[config.mk]
export PLATFORM = sky130hd
export DESIGN_NAME = nibble_serial_add_arbiter_flat
export DESIGN_NICKNAME = d
export VERILOG_FILES = /design/src/rtl/nibble_serial_add_arbiter_if.sv /design/src/rtl/nibble_serial_add_arbiter.sv /design/src/flat_wrapper.sv
export SDC_FILE = /design/constraint.sdc
export NUM_CORES = 1
export LEC_CHECK = 0
export BUFFER_PORTS_ARGS = -buffer_cell sky130_fd_sc_hd__buf_2
export CELL_PAD_IN_SITES_DETAIL_PLACEMENT = 1
export CELL_PAD_IN_SITES_GLOBAL_PLACEMENT = 1
export CORE_MARGIN = 2
export CORE_UTILIZATION = 30
export CTS_CLUSTER_SIZE = 20
export DETAILED_ROUTE_END_ITERATION = 10
export PLACE_DENSITY = 0.64
export SLEW_MARGIN = 10
export SYNTH_ARGS = -nofsm -noshare
export SYNTH_HDL_FRONTEND = slang
export SYNTH_SLANG_ARGS = --single-unit
[constraint.sdc]
create_clock -name clk -period 3.2 [get_ports clk]
set_input_delay 0.48 -clock clk [delete_from_list [all_inputs] [get_ports clk]]
set_output_delay 0.48 -clock clk [all_outputs]
set_load 0.01 [all_outputs]
[src/rtl/nibble_serial_add_arbiter_if.sv]
// rtl/nibble_serial_add_arbiter_if.sv - request/result handshake bundle for the shared nibble adder
interface nibble_serial_add_arbiter_if #(
    parameter int NIBBLES = 4
);
    localparam int W = 4 * NIBBLES;

    logic         req0_valid;
    logic         req0_ready;
    logic [W-1:0] req0_a;
    logic [W-1:0] req0_b;

    logic         req1_valid;
    logic         req1_ready;
    logic [W-1:0] req1_a;
    logic [W-1:0] req1_b;

    logic         res_valid;
    logic         res_ready;
    logic [W:0]   res_sum;
    logic         res_id;

    // master: operand sources plus result consumer; slave: the arbiter/adder
    modport master (
        output req0_valid, req0_a, req0_b,
        input  req0_ready,
        output req1_valid, req1_a, req1_b,
        input  req1_ready,
        input  res_valid, res_sum, res_id,
        output res_ready
    );

    modport slave (
        input  req0_valid, req0_a, req0_b,
        output req0_ready,
        input  req1_valid, req1_a, req1_b,
        output req1_ready,
        output res_valid, res_sum, res_id,
        input  res_ready
    );
endinterface

[src/rtl/nibble_serial_add_arbiter.sv]
// rtl/nibble_serial_add_arbiter.sv - round-robin shared 4-bit adder sequencing W-bit sums nibble by nibble
module nibble_serial_add_arbiter #(
    parameter int NIBBLES = 4
) (
    input  logic                         clk,
    input  logic                         rst,
    nibble_serial_add_arbiter_if.slave   bus,
    output logic                         busy
);
    localparam int W     = 4 * NIBBLES;
    localparam int IDX_W = (NIBBLES > 1) ? $clog2(NIBBLES) : 1;
    localparam logic [IDX_W-1:0] LAST_IDX = IDX_W'(NIBBLES - 1);

    typedef enum logic [1:0] {
        IDLE = 2'd0,
        RUN  = 2'd1,
        DONE = 2'd2
    } state_t;

    state_t           state;
    state_t           state_nxt;

    logic [W-1:0]     op_a;
    logic [W-1:0]     op_b;
    logic [W-1:0]     sum_acc;
    logic [W-1:0]     sum_nxt;
    logic [IDX_W-1:0] idx;
    logic             carry;
    logic             last_id;

    logic             grant;
    logic             grant_valid;
    logic             take;
    logic             last_nibble;

    logic [3:0]       a_nib;
    logic [3:0]       b_nib;
    logic [4:0]       nib_sum;

    logic [W:0]       res_sum_q;
    logic             res_valid_q;
    logic             res_id_q;

    // Round-robin: a tie goes to the port that was not served last.
    always_comb begin
        grant       = 1'b0;
        grant_valid = 1'b0;
        if (bus.req0_valid && bus.req1_valid) begin
            grant       = ~last_id;
            grant_valid = 1'b1;
        end else if (bus.req1_valid) begin
            grant       = 1'b1;
            grant_valid = 1'b1;
        end else if (bus.req0_valid) begin
            grant       = 1'b0;
            grant_valid = 1'b1;
        end
    end

    always_comb begin
        a_nib   = op_a[{idx, 2'b00} +: 4];
        b_nib   = op_b[{idx, 2'b00} +: 4];
        nib_sum = {1'b0, a_nib} + {1'b0, b_nib} + {4'b0000, carry};
        sum_nxt = sum_acc;
        sum_nxt[{idx, 2'b00} +: 4] = nib_sum[3:0];
    end

    assign last_nibble = (idx == LAST_IDX);

    always_ff @(posedge clk) begin
        if (rst) begin
            state <= IDLE;
        end else begin
            state <= state_nxt;
        end
    end

    always_comb begin
        state_nxt      = state;
        bus.req0_ready = 1'b0;
        bus.req1_ready = 1'b0;
        take           = 1'b0;
        unique case (state)
            IDLE: begin
                bus.req0_ready = grant_valid && !grant;
                bus.req1_ready = grant_valid && grant;
                take           = grant_valid;
                if (grant_valid) begin
                    state_nxt = RUN;
                end
            end
            RUN: begin
                if (last_nibble) begin
                    state_nxt = DONE;
                end
            end
            DONE: begin
                // No bypass: the next accept waits for IDLE on the following cycle.
                if (bus.res_ready) begin
                    state_nxt = IDLE;
                end
            end
            default: begin
                state_nxt = IDLE;
            end
        endcase
    end

    always_ff @(posedge clk) begin
        if (rst) begin
            op_a        <= '0;
            op_b        <= '0;
            sum_acc     <= '0;
            idx         <= '0;
            carry       <= 1'b0;
            last_id     <= 1'b1;
            res_sum_q   <= '0;
            res_valid_q <= 1'b0;
            res_id_q    <= 1'b0;
        end else begin
            unique case (state)
                IDLE: begin
                    if (take) begin
                        op_a     <= grant ? bus.req1_a : bus.req0_a;
                        op_b     <= grant ? bus.req1_b : bus.req0_b;
                        res_id_q <= grant;
                        last_id  <= grant;
                        sum_acc  <= '0;
                        idx      <= '0;
                        carry    <= 1'b0;
                    end
                end
                RUN: begin
                    sum_acc <= sum_nxt;
                    carry   <= nib_sum[4];
                    idx     <= idx + IDX_W'(1);
                    if (last_nibble) begin
                        res_sum_q   <= {nib_sum[4], sum_nxt};
                        res_valid_q <= 1'b1;
                    end
                end
                DONE: begin
                    if (bus.res_ready) begin
                        res_valid_q <= 1'b0;
                    end
                end
                default: begin
                    res_valid_q <= 1'b0;
                end
            endcase
        end
    end

    assign bus.res_valid = res_valid_q;
    assign bus.res_sum   = res_sum_q;
    assign bus.res_id    = res_id_q;
    assign busy          = (state == RUN) || (state == DONE);

endmodule
[src/flat_wrapper.sv]
// flat-port wrapper written by rule: the top's interface ports become plain ports
module nibble_serial_add_arbiter_flat 
#(
    parameter int NIBBLES = 4
)
  (clk, rst, busy, bus_req0_valid, bus_req0_a, bus_req0_b, bus_req0_ready, bus_req1_valid, bus_req1_a, bus_req1_b, bus_req1_ready, bus_res_valid, bus_res_sum, bus_res_id, bus_res_ready);
  nibble_serial_add_arbiter_if #(.NIBBLES(NIBBLES)) bus_i ();
  input  logic clk;
  input  logic rst;
  output logic busy;
  input wire logic [$bits(bus_i.req0_valid)-1:0] bus_req0_valid;
  input wire logic [$bits(bus_i.req0_a)-1:0] bus_req0_a;
  input wire logic [$bits(bus_i.req0_b)-1:0] bus_req0_b;
  output wire logic [$bits(bus_i.req0_ready)-1:0] bus_req0_ready;
  input wire logic [$bits(bus_i.req1_valid)-1:0] bus_req1_valid;
  input wire logic [$bits(bus_i.req1_a)-1:0] bus_req1_a;
  input wire logic [$bits(bus_i.req1_b)-1:0] bus_req1_b;
  output wire logic [$bits(bus_i.req1_ready)-1:0] bus_req1_ready;
  output wire logic [$bits(bus_i.res_valid)-1:0] bus_res_valid;
  output wire logic [$bits(bus_i.res_sum)-1:0] bus_res_sum;
  output wire logic [$bits(bus_i.res_id)-1:0] bus_res_id;
  input wire logic [$bits(bus_i.res_ready)-1:0] bus_res_ready;
  assign bus_i.req0_valid = bus_req0_valid;
  assign bus_i.req0_a = bus_req0_a;
  assign bus_i.req0_b = bus_req0_b;
  assign bus_req0_ready = bus_i.req0_ready;
  assign bus_i.req1_valid = bus_req1_valid;
  assign bus_i.req1_a = bus_req1_a;
  assign bus_i.req1_b = bus_req1_b;
  assign bus_req1_ready = bus_i.req1_ready;
  assign bus_res_valid = bus_i.res_valid;
  assign bus_res_sum = bus_i.res_sum;
  assign bus_res_id = bus_i.res_id;
  assign bus_i.res_ready = bus_res_ready;
  nibble_serial_add_arbiter #(.NIBBLES(NIBBLES)) u_core (.clk(clk), .rst(rst), .bus(bus_i), .busy(busy));
endmodule
==> results of run 1 <==
[cells by family after synthesis]
logic type / Yosys count
buffers and inverters: 40
AND/OR/NAND/NOR: 120
multiplexers: 22
adder cells (fa/ha/maj): 14
AO/OA/AOI/OAI: 124
flip-flops: 73
XOR/XNOR: 1
[cell type report]
type / count / area, µm²
fill: 1405 / 7420
timing repair buffer: 97 / 503
inverter: 8 / 30.0
clock inverter: 5 / 104
multi-input combinational: 281 / 2070
sequential: 73 / 1460
clock buffer: 11 / 233
tap: 147 / 184
[worst max-delay path, cell delays in order (launching register included)]
cell	delay (ns)
dfxtp_1	0.48
mux4_2	0.55
fa_1	0.41
fa_1	0.42
xor2_1	0.42
and3_1	0.32
nand2_1	0.09
a21oi_1	0.14
[sequential cells by signal, indices dropped and copies added (netlist names), 2 cells and up]
signal              count
u_core.op_a            16
u_core.sum_acc         16
u_core.op_b            16
u_core.state            2
u_core.idx              2
u_core.bus.res_sum     17
[power groups by stage]
| stage | registers, W | clock network (W) | logic, W |
|---|---|---|---|
| 2_1_floorplan | 0.00101 | 0 | 0.000413 |
| 3_3_place_gp | 0.00103 | 0 | 0.000561 |
| 3_5_place_dp | 0.00103 | 0 | 0.000572 |
| 4_1_cts | 0.00101 | 0.00117 | 0.000578 |
| 5_1_grt | 0.00102 | 0.00122 | 0.000636 |
| 6_report | 0.00101 | 0.00115 | 0.000575 |
[worst paths after layout]
kind,start,to,slack [ns],depth (start not counted)
worst max-delay path,u_core.idx[1],u_core.sum_acc[14],0.29,7
worst min-delay path,bus_req0_a[13],u_core.op_a[13],0.48,3
worst max register to register,u_core.idx[1],u_core.sum_acc[14],0.29,7
worst min register to register,u_core.sum_acc[5],u_core.sum_acc[5],0.48,2
[cells in the mapped netlist, drive strengths merged, types with 5 or more instances]
cell type | count | share of area
a211oi | 25 | 0.051
a21oi | 13 | 0.018
a22oi | 26 | 0.053
a2bb2oi | 10 | 0.024
a31oi | 5 | 0.0085
a32o | 20 | 0.054
buf | 9 | 0.012
clkbuf | 23 | 0.023
dfxtp | 73 | 0.40
ha | 12 | 0.041
inv | 8 | 0.0081
mux2i | 14 | 0.038
mux4 | 8 | 0.049
nand2 | 12 | 0.012
nand3 | 5 | 0.0068
nor2 | 69 | 0.070
nor2b | 15 | 0.025
nor3 | 5 | 0.0068
o21ai | 10 | 0.021
[routing by layer]
metal	part of all wire	vias up	routed length [µm]	track usage
met5	0	-	0	0
met4	0.0075	0	77	0.0442
met3	0.043	5	445	0.0374
met2	0.47	79	4810	0.263
met1	0.48	1554	4910	0.210
li1	-	1633	-	-
[per-stage QoR]
stage               power, W  hold slack [ns]  instances  instance area, µm²
floorplan            0.00143            0.448        394                3690
global placement     0.00159            0.459        606                4250
detailed placement   0.00160            0.470        606                4250
CTS                  0.00276            0.474        622                4590
global route         0.00287            0.493        622                4590
finish               0.00273            0.478        622                4590
==> run metrics, run 1 <==
VDD IR max ~0.28 mV; chip width 115 µm; num ports 91; Max Slew Vio Count 0; initial core utilization 0.307; Post-Syn Nets approximately 480; setup TNS 0 ns; Syn. warnings 0; Leakage between 1.5 and 2 nW; drt first-iter violations about 120; vias after detailed routing ~3,300; Gate power share 0.210; Fmax achieved 0.344 GHz; vias per inst between 5 and 6; overall routing resource usage 0.160; largest net degree at the start of global routing 74; Hold-fix buffers, CTS 0; FF+latch count, synth 73; RD Place Congestion 0.755; setup bufs post-CTS 0; post-synthesis cell area 3690 µm²; most common cell after layout, fill and taps aside buf_2; Crit Path Max Fanout 7; crit path kind reg2reg; first-pass GRT wire length 16,800 µm; Yosys cell types slightly above 40; largest family of logic cells by synthesized area compound AO/OA/AOI/OAI gates; Main synth FF type dfxtp_1; WL final between 10,000 and 15,000 µm; RSZ-0062 raised after global routing false; Int Pwr 0.00197 W; Sw Share 0.280; DRC 0; Resize count post-CTS 0; FP Rows 40; Post-synth ARST share 0; Critical Path RT approximately 3.5 ns; CP endpoint kind register; Core Area 12,000 µm²; Clk Latency, worst-skew pair between 0.3 and 0.4 ns; Seq pwr share 0.369; Pre-antenna DRT Iters 4; clk slew on worst S/H paths 0.06 ns; # port buffers 90; Seq/Total Area, Yosys 0.396; GRT overflow 0; max_slew headroom 0.443; fin crit period just under 3 ns; Core Util, Final 0.382; Synth Area in Compound Gates 0.271; Switching Power 0.000766 W; adder-cell share of the synthesized area 0.0516; pre-CTS WS about 0.35 ns; status complete, no violations; final setup vio count 0; clock buffer count from CTS 9; area grow syn2layout 24.5%; period utilisation layout 0.908; share of post-route cells with drive strength above 1 0.278; Post-synth EDFFs 0; vias in the first global route approximately 3,300; mux contribution to synthesized area 0.0869; clock root cell clkbuf_16; worst-case clock buffer depth 2; Clock Skews 0.00636 ns; PwrDens between 500 and 600 nW/µm²; Crit path arrival time 3.16 ns; Worst Setup Start Kind register; xor-xnor portion of the synthesized cell area 0.00238; Die H around 110 µm; Routed WL per cell 16.5 µm; Hold Vio Cnt, Final 0; clock share of power 0.421; Diodes inserted 0; die area 13,200 µm²; DP HPWL between 7000 and 8000 µm; Slew @ Worst Pin between 0.8 and 0.9 ns; Syn Area/Cell slightly above 9 µm²; # nets final around 550; clock sink count 73; Final ANT Viol Nets 0; initial antenna violation count 0; final worst setup slack just under 0.3 ns; H-tree Lvls 3; post-synthesis simple-gate area fraction 0.148; Post-Syn Instances a little under 400; TritonCTS clock tree yes; most frequent cells in the layout buf_2, dfxtp_1, nor2_1; Hold/Removal Path Class in2reg; Max-Cap Viols 0
Power figures use the tool's default switching activity.
==> run 2: changes to the inputs <==
--- a/config.mk
+++ b/config.mk
@@ -12,7 +12,8 @@
 export CORE_UTILIZATION = 30
 export CTS_CLUSTER_SIZE = 20
 export DETAILED_ROUTE_END_ITERATION = 10
-export PLACE_DENSITY = 0.64
+export PLACE_DENSITY = 0.66
+export SKIP_LAST_GASP = 1
 export SLEW_MARGIN = 10
 export SYNTH_ARGS = -nofsm -noshare
 export SYNTH_HDL_FRONTEND = slang
==> constraint.sdc (replaced) <==
create_clock -name clk -period 2.5 [get_ports clk]
set_input_delay 0.375 -clock clk [delete_from_list [all_inputs] [get_ports clk]]
set_output_delay 0.375 -clock clk [all_outputs]
set_load 0.01 [all_outputs]
==> run 2 against run 1 <==
First-iteration DRC count shrank 3.4%. Combinational power grew 44%. Total power grew 22%. Sequential cell count is the same. Critical endpoint is now u_core.sum_acc[9]. Sequential share of layout area shrank 0.77 points. Clock power grew 5%. Register-to-register slack lost 0.23 ns.
==> run metrics, run 2 (synthesized netlist as in run 1, its figures left out) <==
vias in the first global route around 3,500; area grow syn2layout 28.0%; VDD IR max about 0.32 mV; clk slew on worst S/H paths around 0.060 ns; final worst setup slack ~0.063 ns; share of post-route cells with drive strength above 1 0.329; non-filler cells, final around 640; max_slew headroom 0.283; largest net degree at the start of global routing 33; die area roughly 13,000 µm²; met2 Resource Use GR 0.275; Leakage about 1.9 nW; FP Rows 40; Clk Latency, worst-skew pair roughly 0.33 ns; num ports between 90 and 100; Critical Path RT roughly 2.8 ns; Hold Vio Cnt, Final 0; Die H between 100 and 150 µm; RD Place Congestion around 0.84; Final ANT Viol Nets 0; period utilisation layout 0.975; Int Pwr 0.00231 W; GRT overflow 0; Core Area around 12,000 µm²; PwrDens ~710 nW/µm²; Hold/Removal Path Class in2reg; Seq pwr share 0.388; drt first-iter violations approximately 110; Core Util, Final 0.393; max FFs per register 17; Sw Share 0.306; Diodes inserted 0; clock sink count 73; crit path launch u_core.idx[1]; most frequent cells in the layout buf_2, dfxtp_1, nor2_1; Clock Skews a little under 0.008 ns; WL final approximately 11,000 µm; Worst Setup Start Kind register; H-tree Lvls 3; chip width 115 µm; most common cell after layout, fill and taps aside buf_2; Fmax achieved just over 0.4 GHz; pre-CTS WS -0.0286 ns; met3 Use GR 0.0369; R2R cell count 7; Gate power share 0.249; Min-Delay Startpoint bus_req0_a[13]; crit path kind reg2reg; TritonCTS clock tree yes; RSZ-0062 raised after global routing true; Slew @ Worst Pin 1.07 ns; Max Slew Vio Count 0; # nets final 567; fin crit period between 2 and 2.5 ns; Routed WL per cell ~17 µm; R2R Path Start u_core.idx[1]; placed cells ~620; Hold Path Depth 3; DRC 0; Crit Path Max Fanout 3; M1 GR Usage 0.211; vias per inst between 5 and 6; DP HPWL between 7000 and 8000 µm; Switching Power between 0.001 and 0.0015 W; vias after detailed routing approximately 3,300; GRT busiest layer met2; first-pass GRT wire length about 17,000 µm; status complete, no violations; Crit path arrival time between 2 and 3 ns; initial antenna violation count 0; # port buffers 90; CP endpoint kind register; overall routing resource usage 0.165; clock buffer count from CTS 9; worst-case clock buffer depth 2; final setup vio count 0; clock root cell clkbuf_16; clock share of power 0.363; initial core utilization 0.307; Max-Cap Viols 0; Pre-antenna DRT Iters 6
-- run 2: cell count changes in the layout (fill, tap and decap cells not counted), sizes merged --
cell / before / now
bufinv: 3 / 0
inv: 8 / 9
buf: 97 / 111
clkinvlp: 0 / 3
clkinv: 2 / 1
-- run 2: path summary, 6_finish.rpt --
path                       end  slack [ns]
max          u_core.sum_acc[9]        0.06
min            u_core.op_a[13]        0.38
max reg2reg  u_core.sum_acc[9]        0.06
min reg2reg  u_core.sum_acc[5]        0.49
-- run 2: per-layer routing --
layer,share of wire,wire length [µm],vias up
li1,-,-,1660
met1,0.47,5000,1567
met2,0.47,4920,87
met3,0.044,462,17
met4,0.017,179,0
met5,0,0,-
-- run 2: power by group through the flow --
stage / Combinational [W] / Sequential, W / Clock (W)
final: 0.000827 / 0.00129 / 0.00121
after global routing: 0.000911 / 0.00130 / 0.00129
after CTS: 0.000813 / 0.00129 / 0.00124
after detailed placement: 0.000792 / 0.00132 / 0
after global placement: 0.000769 / 0.00131 / 0
after floorplan: 0.000546 / 0.00130 / 0
-- run 2: metrics by stage --
stage	total power [W]	hold slack (ns)	TNS [ns]	area (µm²)
final	0.00333	0.380	0	4720
after global routing	0.00350	0.396	-0.136	4720
after CTS	0.00335	0.382	0	4680
after detailed placement	0.00211	0.470	-0.0286	4380
after global placement	0.00208	0.459	0	4380
after floorplan	0.00185	0.448	0	3730
-- run 2: critical path: stages, from the launching register on --
cell	delay [ns]
dfxtp_2	0.34
mux4_2	0.53
fa_2	0.40
fa_2	0.55
nor2b_4	0.18
a31oi_1	0.12
a2bb2oi_1	0.16
nor2_1	0.10
-- run 2: repair_timing --
item,in CTS,in global routing
pin swaps,1,6
setup endpoints to repair,4,22
resized for setup,0,9
gates cloned,0,0
buffers inserted,2,0
hold buffers,0,0
-- run 2: final cells by class --
cell class | count | area, µm²
Clock inverter | 5 | 40.0
Tap cell | 147 | 184
Multi-Input combinational cell | 281 | 2140
Inverter | 8 | 30.0
Clock buffer | 11 | 243
Sequential cell | 73 | 1470
Timing Repair Buffer | 111 | 621
Fill cell | 1409 | 7290
